<file path="config.mk">
export PLATFORM = sky130hd
export DESIGN_NAME = lfsr_prbs_gen
export DESIGN_NICKNAME = d
export VERILOG_FILES = /design/src/rtl/lfsr_pkg.sv /design/src/rtl/lfsr_leap.sv /design/src/rtl/lfsr_prbs_gen.sv
export SDC_FILE = /design/constraint.sdc
export NUM_CORES = 1
export LEC_CHECK = 0
export CORE_ASPECT_RATIO = 0.7
export CORE_MARGIN = 3
export CORE_UTILIZATION = 25
export CTS_CLUSTER_DIAMETER = 200
export DETAILED_ROUTE_END_ITERATION = 16
export HOLD_SLACK_MARGIN = 0.03
export PLACE_DENSITY = 0.45
export SLEW_MARGIN = 40
export SYNTH_ARGS = -nofsm -noshare
export SYNTH_HDL_FRONTEND = slang
export SYNTH_HIERARCHICAL = 1
export SYNTH_SLANG_ARGS = --single-unit
</file>
<file path="constraint.sdc">
create_clock -name clk -period 3.1 [get_ports clk]
set_input_delay 0.62 -clock clk [delete_from_list [all_inputs] [get_ports clk]]
set_output_delay 0.62 -clock clk [all_outputs]
set_load 0.005 [all_outputs]
</file>
<file path="src/rtl/lfsr_pkg.sv">
// Shared LFSR constants: maximal XNOR Fibonacci tap masks and the default seed.
// Used by lfsr_prbs_gen (optional lockup recovery under LFSR_LOCKUP_DET_EN).
package lfsr_pkg;

    localparam logic [3:0]  LFSR4_TAPS  = 4'hC;
    localparam logic [6:0]  LFSR7_TAPS  = 7'h60;
    localparam logic [14:0] LFSR15_TAPS = 15'h6000;
    localparam logic [21:0] LFSR22_TAPS = 22'h300000;

    // All-ones is the XNOR lockup state, so the default seed must avoid it.
    localparam logic [21:0] LFSR_DEFAULT_SEED = 22'h000001;

endpackage

</file>
<file path="src/rtl/lfsr_leap.sv">
// Combinational leap-forward: applies SYM_BITS single XNOR Fibonacci shifts in one step.
// The first generated bit ends up at bit SYM_BITS-1, the newest at bit 0.
module lfsr_leap
    import lfsr_pkg::*;
#(
    parameter int               WIDTH    = 22,
    parameter logic [WIDTH-1:0] TAPS     = LFSR22_TAPS,
    parameter int               SYM_BITS = 4
) (
    input  logic [WIDTH-1:0] state_in,
    output logic [WIDTH-1:0] state_out
);

    logic [WIDTH-1:0] s;

    always_comb begin
        s = state_in;
        for (int i = 0; i < SYM_BITS; i++) begin
            s = {s[WIDTH-2:0], ~^(s & TAPS)};
        end
        state_out = s;
    end

endmodule

</file>
<file path="src/rtl/lfsr_prbs_gen.sv">
// PRBS symbol source: registered LFSR state, seed/start register, wrap detect.
// Define LFSR_LOCKUP_DET_EN to enable all-ones lockup detection and recovery to SEED.
module lfsr_prbs_gen
    import lfsr_pkg::*;
#(
    parameter int               WIDTH    = 22,
    parameter logic [WIDTH-1:0] TAPS     = LFSR22_TAPS,
    parameter int               SYM_BITS = 4,
    parameter logic [WIDTH-1:0] SEED     = LFSR_DEFAULT_SEED
) (
    input  logic                clk,
    input  logic                reset,
    input  logic                clk_en,
    input  logic                seed_load,
    input  logic [WIDTH-1:0]    seed_in,
    output logic [WIDTH-1:0]    seq_out,
    output logic [SYM_BITS-1:0] sym_out,
    output logic                sym_valid,
    output logic                wrap,
    output logic                lock_err
);

    logic [WIDTH-1:0] state_q;
    logic [WIDTH-1:0] start_q;
    logic [WIDTH-1:0] leap_state;

    lfsr_leap #(
        .WIDTH    (WIDTH),
        .TAPS     (TAPS),
        .SYM_BITS (SYM_BITS)
    ) u_leap (
        .state_in  (state_q),
        .state_out (leap_state)
    );

`ifdef LFSR_LOCKUP_DET_EN
    localparam logic [WIDTH-1:0] LOCKUP_STATE = '1;

    logic lock_err_q;
    logic lockup;

    assign lockup = (state_q == LOCKUP_STATE);

    always_ff @(posedge clk or posedge reset) begin
        if (reset) begin
            lock_err_q <= 1'b0;
        end else begin
            lock_err_q <= lockup && !seed_load;
        end
    end

    assign lock_err = lock_err_q;
`else
    assign lock_err = 1'b0;
`endif

    // Recovery rewrites only the state; start_q keeps the last loaded seed.
    always_ff @(posedge clk or posedge reset) begin
        if (reset) begin
            state_q   <= SEED;
            start_q   <= SEED;
            sym_valid <= 1'b0;
            wrap      <= 1'b0;
        end else begin
            sym_valid <= 1'b0;
            wrap      <= 1'b0;
            if (seed_load) begin
                state_q <= seed_in;
                start_q <= seed_in;
`ifdef LFSR_LOCKUP_DET_EN
            end else if (lockup) begin
                state_q <= SEED;
`endif
            end else if (clk_en) begin
                state_q   <= leap_state;
                sym_valid <= 1'b1;
                wrap      <= (leap_state == start_q);
            end
        end
    end

    assign seq_out = state_q;
    assign sym_out = state_q[SYM_BITS-1:0];

endmodule

</file>
# Word-level counts from Yosys, hierarchy flattened
# Cells that the tools add are included.
[totals] register_bits=46 latchBits=0 ramBits=0 romBits=0 input_bits=26 out_inout_bits=29 mem_count=0
[op_classes] n_addsub=0 multipliers=0 n_div=0 magnitude_cmp=0 n_eq_ne=1 shift=0 muxes=6 n_bitwise=0 reduce_logical=5
[ops] cell="$reduce_xnor A22 Y1" n=4
[ops] cell="$mux W22" n=2
[ops] cell="$eq A22 B22 Y1" n=1
[ops] cell="$mux W1" n=4
[ops] cell="$reduce_bool A2 Y1" n=1

# Logic depth before layout (Yosys ltp)
# Gate-level depths: netlist of the first run.
[logic_depth] depth_word=4 depth_mapped=5 mapped_depth_nobuf=5

# Modules after synthesis
# The synthesis of the first run kept the hierarchy.
[by_module_without_submodules] module="lfsr_prbs_gen" n_inst=1 cells_each=204 area_each_um2=2134.5
[by_module_without_submodules] module="lfsr_leap" n_inst=1 cells_each=22 area_each_um2=170.2

# Worst setup path before layout of the first run
# OpenSTA, ideal clock, no wires.
[synth_timing] path_type="reg-to-reg" startpoint="reg state_q[20], in the netlist seq_out[20]" endpoint="reg wrap" setup_ns=0.080 arrival_time_ns=1.190 t_required_ns=3.020 setup_slack_ns=1.830 path_stages_with_launch=6 n_path_buf=0 path_cell_list="dfrtp_1 > xnor2_1 > xor2_1 > nor4_2 > nand4_1 > nor3_2"
[synth_via] elab_chain_cells=4
[synth_rtl] element="start: declaration" line_no="lfsr_prbs_gen.sv:23" rtl="logic [WIDTH-1:0] state_q;"
[synth_rtl] element="start signal: assignment" line_no="lfsr_prbs_gen.sv:68" rtl="state_q <= seed_in;"
[synth_rtl] element="start signal: assignment" line_no="lfsr_prbs_gen.sv:75" rtl="state_q <= leap_state;"
[synth_rtl] element="$reduce_xnor A22 Y1" line_no="lfsr_leap.sv:19" rtl="s = {s[WIDTH-2:0], ~^(s & TAPS)};"
[synth_rtl] element="named net leap_state[3]" line_no="lfsr_prbs_gen.sv:25" rtl="logic [WIDTH-1:0] leap_state;"
[synth_rtl] element="$eq A22 B22 Y1" line_no="lfsr_prbs_gen.sv:77" rtl="wrap <= (leap_state == start_q);"
[synth_rtl] element="$mux W1" line_no="lfsr_prbs_gen.sv:74" rtl="end else if (clk_en) begin"
[synth_rtl] element="$mux W1" line_no="lfsr_prbs_gen.sv:67" rtl="if (seed_load) begin"
[synth_rtl] element="end signal: assignment" line_no="lfsr_prbs_gen.sv:77"
[synth_rtl] element="end: declaration" line_no="lfsr_prbs_gen.sv:19" rtl="output logic wrap,"
# The timed path passes the listed nets, and every way through them passes these cells.
# A chain may end at the register's enable or synchronous reset.

# Final worst setup path of the first run
[layout_timing] startpoint="reg state_q[0], in the netlist seq_out[0]" endpoint="out seq_out[0]"
[layout_rtl] element="end: declaration" line_no="lfsr_prbs_gen.sv:16" rtl="output logic [WIDTH-1:0] seq_out,"
# No word-level cell between the ends.

==> impl_metrics.yaml, run 1 <==
status:
  status: "finished, final reports clean"
detailed_routing:
  finalWirelength_microns: 5530
  dr.pass1.iters: 4
  route.detailed.drc: 0
  wl_per_cell_microns: 14.6
  first_iter_violations: 70
  routed_via_density: 4.12
  vias: 1563
  ant_nets: 0
synthesis:
  synth-main-ff-cell: "dfrtp_1"
  synth_async_sr_flop_share_pct: 100
  ys_warn_count: 6
  ys_ff_latch: 46
  synthesis.nets: 252
  synth_edf_count: 0
  yosys-top-cells-count: "dfrtp_1, o21ai_0, buf_4"
  synth_top_area_share_pct: 47.8
  netlist_instances: 226
  avgSynthCellArea_sq_um: 10.2
  synth.area.top_cells: "dfrtp_1, mux2i_1, o21ai_0"
  ys_types: 18
  synth.largest_area_cell: "dfrtp_1"
  synth_area_sq_mm: 0.00230
  ys_seq_area_share_pct: 50.1
finish:
  fillers: 911
  drive_above_1_share_pct: 8.11
  syn_to_final_growth_pct: 28.2
  antennaDiodeCount: 0
  fin_util_pct: 33.9
  fin_area_sq_mm: 0.00296
  nets: 284
setup_path:
  critPathBufInv: 1
  startpoint_type: "flop"
  r2r-start: "seq_out[18]"
  regToRegSetupSlack_ns: 1.46
  reg2reg_depth: 5
  max_stage_delay_ns: 0.59
  cp.required_ns: 2.48
  path_class: "flop to output pin"
  cp-end-kind: "output pin"
  crit_family: "flip-flops"
  crit_fanout: 5
  critical_path.cell_chain: "clkdlybuf4s50_1"
  cp_slowest_cell: "dfstp_2"
  cp_data_arrival_time_ns: 1.40
  r2r_end: "wrap"
clocking:
  cts-buffers-inserted: 5
  post_cts_resized: 0
  clkTransAtPathRegs_ns: 0.06
  clock_tree.buffer_depth: 2
  h-tree-depth: 2
  insertion_delay_ns: 0.29
  cts_tree: "built"
  postCtsSetupBuffers: 0
  cts_sinks: 46
  hold_buffers: 0
  cts-root-buf: "clkbuf_16"
timing:
  period_needed_ns: 2.02
  relSlewSlack_pct: 62.1
  max_freq_ghz: 0.495
  fin_setup_tns_ns: 0
  tightest_slew_ns: 0.568
  fin_crit_sh_pct: 65.2
  worst_clock_skew_ns: 0.00267
  rsz0062_at_grt: "no"
  maxSlewViolCount: 0
  fin_hold_ws_ns: 0.477
  finalSetupViolCount: 0
  hold_viol: 0
worst_hold_path:
  hold-path-endpoint: "start_q[0]"
  min-delay-start: "start_q[0]"
  hold-path-cell-count: 2
  min_path_type: "flop to flop"
power:
  ir_drop_mv: 0.255
  power_density_mw_per_mm2: 558
  leakage_nw: 1.30
  power_w: 0.00165
placement:
  placed_cell_area_sq_mm: 0.00279
  place.gp.congestion: 0.703
  portBuffers: 53
  dp_hpwl_microns: 3970
global_routing:
  grt-ovfl-total: 0
  grt_pass1_wl_microns: 9260
  groute.usage.overall_pct: 11.5
  grt_start_max_net_pins: 38
  antenna_found_initial: 0
  grt_pass1_vias: 1710
floorplan:
  die_w_microns: 121
  core_sq_mm: 0.00872
  initial_core_util_pct: 26.4
  die_h_microns: 86.3
  die_area_sq_mm: 0.0104
  num_rows: 28
  io_pins: 55
job:
  cap_violations: 0
per-stage QoR:
stage	cells	setup slack (ns)
after detailed placement	371	1.04
after global routing	379	1.02
final	379	1.08
after floorplan	226	1.40
after global placement	371	1.11
after CTS	379	1.06
cell type report:
cell class	instances	area (sq um)	share of cell area (%)
clock buffer	5	125	4.23
clock inverter	3	45.0	1.52
inverter	23	86.3	2.92
multi-input combinational	124	832	28.2
sequential	46	1150	39.0
tap	120	150	5.08
timing repair buffer	58	563	19.1
state kept, by name (all words and copies together) (netlist names):
signal	count
seq_out	22
wrap	1
start_q	22
sym_valid	1
layer usage:
layer | track usage (%) | part of all wire [%]
met5 | 0 | 0
met4 | 3.09 | 0.92
met3 | 3.13 | 4.7
met2 | 16.0 | 41
met1 | 17.5 | 53
where the power goes:
group	switching [W]	internal (W)	leakage, nW
clock network	0.000236	0.000380	0.0760
registers	0.0000704	0.000661	0.558
logic	0.000129	0.000172	0.669
total	0.000435	0.00121	1.30
how the worst max path moves through the flow:
stage               start          end  depth (start not counted)
3_3_place_gp       clk_en  seq_out[19]                          4
2_1_floorplan       reset  seq_out[10]                          1
6_report       seq_out[0]   seq_out[0]                          1
4_1_cts        seq_out[0]   seq_out[0]                          1
5_1_grt        seq_out[0]   seq_out[0]                          1
3_5_place_dp       clk_en  seq_out[18]                          4
logic make-up (layout without fill, tap and decap cells):
family / Yosys count / count (layout) / synth area share [%]
multiplexers: 22 / 22 / 9.55
buffers and inverters: 56 / 89 / 13.8
other: 1 / 1 / 0.163
XOR/XNOR: 26 / 26 / 9.88
AO/OA/AOI/OAI: 44 / 44 / 9.55
flip-flops: 46 / 46 / 50.1
AND/OR/NAND/NOR: 31 / 31 / 6.95
layout by cell type, fill, tap and decap left out, drive strengths merged:
cell,Yosys,final
buf,29,6
bufinv,0,1
clkdlybuf4s50,0,52
clkbuf,4,5
nand2,22,22
inv,23,23
dfstp,2,2
xnor2,11,11
mux2i,22,22
nand4,3,3
nor4,3,3
conb,1,1
dfrtp,44,44
o21ai,44,44
nor3,2,2
nor2b,1,1
xor2,15,15
clkinvlp,0,2
(Power assumes the default switching activity.)
==> run 2, diff against run 1 <==
clock period = 1.9 ns   (was 3.1 ns; I/O delays follow)
==> run 2 against run 1 <==
Sequential power grew 63%. Register-to-register slack lost 1.1 ns. Critical path depth is the same. Critical endpoint is now sym_out[0]. Sequential cell count is the same. Clock skew grew 0.00073 ns. Largest power group unchanged.
==> impl_metrics.yaml, run 2 (synthesized netlist as in run 1, its figures left out) <==
global_routing:
  antenna_found_initial: 0
  groute.usage.overall_pct: 11.1
  grt-ovfl-total: 0
  grt_pass1_wl_microns: 9070
  grt_start_max_net_pins: 36
  grt_pass1_vias: 1641
placement:
  placed_cell_area_sq_mm: 0.00282
  place.gp.congestion: 0.681
  portBuffers: 53
  dp_hpwl_microns: 3980
clocking:
  insertion_delay_ns: 0.28
  post_cts_resized: 0
  cts-buffers-inserted: 5
  clock_tree.buffer_depth: 2
  postCtsSetupBuffers: 0
  cts-root-buf: "clkbuf_16"
  hold_buffers: 0
  cts_sinks: 46
  clkTransAtPathRegs_ns: 0.06
  cts_tree: "built"
  h-tree-depth: 2
timing:
  relSlewSlack_pct: 62.4
  rsz0062_at_grt: "no"
  maxSlewViolCount: 0
  worst_clock_skew_ns: 0.00340
  hold_viol: 0
  tightest_slew_ns: 0.564
  period_needed_ns: 1.78
  fin_setup_tns_ns: 0
  max_freq_ghz: 0.560
  finalSetupViolCount: 0
  fin_hold_ws_ns: 0.362
  fin_crit_sh_pct: 93.9
finish:
  fin_util_pct: 34.2
  fin_area_sq_mm: 0.00298
  drive_above_1_share_pct: 8.46
  layout_commonest_cell: "clkdlybuf4s50_1"
  fillers: 899
  syn_to_final_growth_pct: 29.5
  most-common-layout-cells: "clkdlybuf4s50_1, o21ai_0, dfrtp_1"
  antennaDiodeCount: 0
  nets: 285
setup_path:
  critPathBufInv: 1
  startpoint_type: "flop"
  path_class: "flop to output pin"
  cp_slowest_cell: "dfstp_2"
  cp_data_arrival_time_ns: 1.40
  crit_family: "flip-flops"
  cp-end-kind: "output pin"
  cp.required_ns: 1.52
  max_stage_delay_ns: 0.60
  crit_fanout: 5
  critical_path.cell_chain: "clkdlybuf4s50_1"
detailed_routing:
  route.detailed.drc: 0
  first_iter_violations: 44
  routed_via_density: 4.07
  vias: 1546
  ant_nets: 0
  dr.pass1.iters: 4
  finalWirelength_microns: 5490
  wl_per_cell_microns: 14.5
floorplan:
  die_area_sq_mm: 0.0104
  num_rows: 28
  initial_core_util_pct: 26.4
  io_pins: 55
  core_sq_mm: 0.00872
  die_h_microns: 86.3
  die_w_microns: 121
status:
  status: "finished, final reports clean"
job:
  cap_violations: 0
power:
  ir_drop_mv: 0.349
  leakage_nw: 1.32
  power_density_mw_per_mm2: 887
  p_sw_share_pct: 25.8
  p_int_w: 0.00196
  clkPwrFrac_pct: 35.9
  switching_power_w: 0.000684
  seqPwrFrac_pct: 44.8
  p_comb_share_pct: 19.3
worst_hold_path:
  min_path_type: "input port to async pin"
-- run 2: cell type report --
| class | instances | area [sq um] | share of cell area, % |
|---|---|---|---|
| multi-input cells | 124 | 832 | 27.9 |
| inverters | 23 | 86.3 | 2.89 |
| repair buffers | 59 | 596 | 20.0 |
| clock buffers | 8 | 166 | 5.58 |
| well taps | 120 | 150 | 5.03 |
| flip-flops and latches | 46 | 1150 | 38.7 |
-- run 2: final timing paths --
path                        startpoint           to  slack [ns]  cells after the start
max                         seq_out[0]   sym_out[0]        0.12                      1
min                              reset  start_q[13]        0.36                      2
max reg2reg                seq_out[20]         wrap        0.39                      5
min reg2reg                 start_q[0]   start_q[0]        0.48                      2
max in group asynchronous        reset   start_q[2]        1.05                      3
min in group clk            start_q[0]   start_q[0]        0.48                      2
-- run 2: power groups by stage --
stage	combinational (W)	clock [W]	sequential, W
floorplan	0.000347	0	0.00117
detailed placement	0.000519	0	0.00121
finish	0.000512	0.000949	0.00119
global placement	0.000522	0	0.00121
global route	0.000573	0.00103	0.00120
CTS	0.000524	0.000982	0.00119
-- run 2: routing by layer --
layer  up-vias  GRT usage [%]  share of wire [%]
met5         -              0                  0
met4         0           2.78               0.75
met3         5           3.07                4.4
met2        36           15.9                 42
met1       729           16.6                 53
li1        776              -                  -
-- run 2: metrics by stage --
stage          setup slack [ns]  instances  total power [W]
2_1_floorplan             0.436        226          0.00151
3_5_place_dp              0.318        372          0.00173
5_1_grt                  0.0693        380          0.00280
3_3_place_gp              0.303        372          0.00173
6_report                  0.115        380          0.00265
4_1_cts                   0.105        380          0.00270
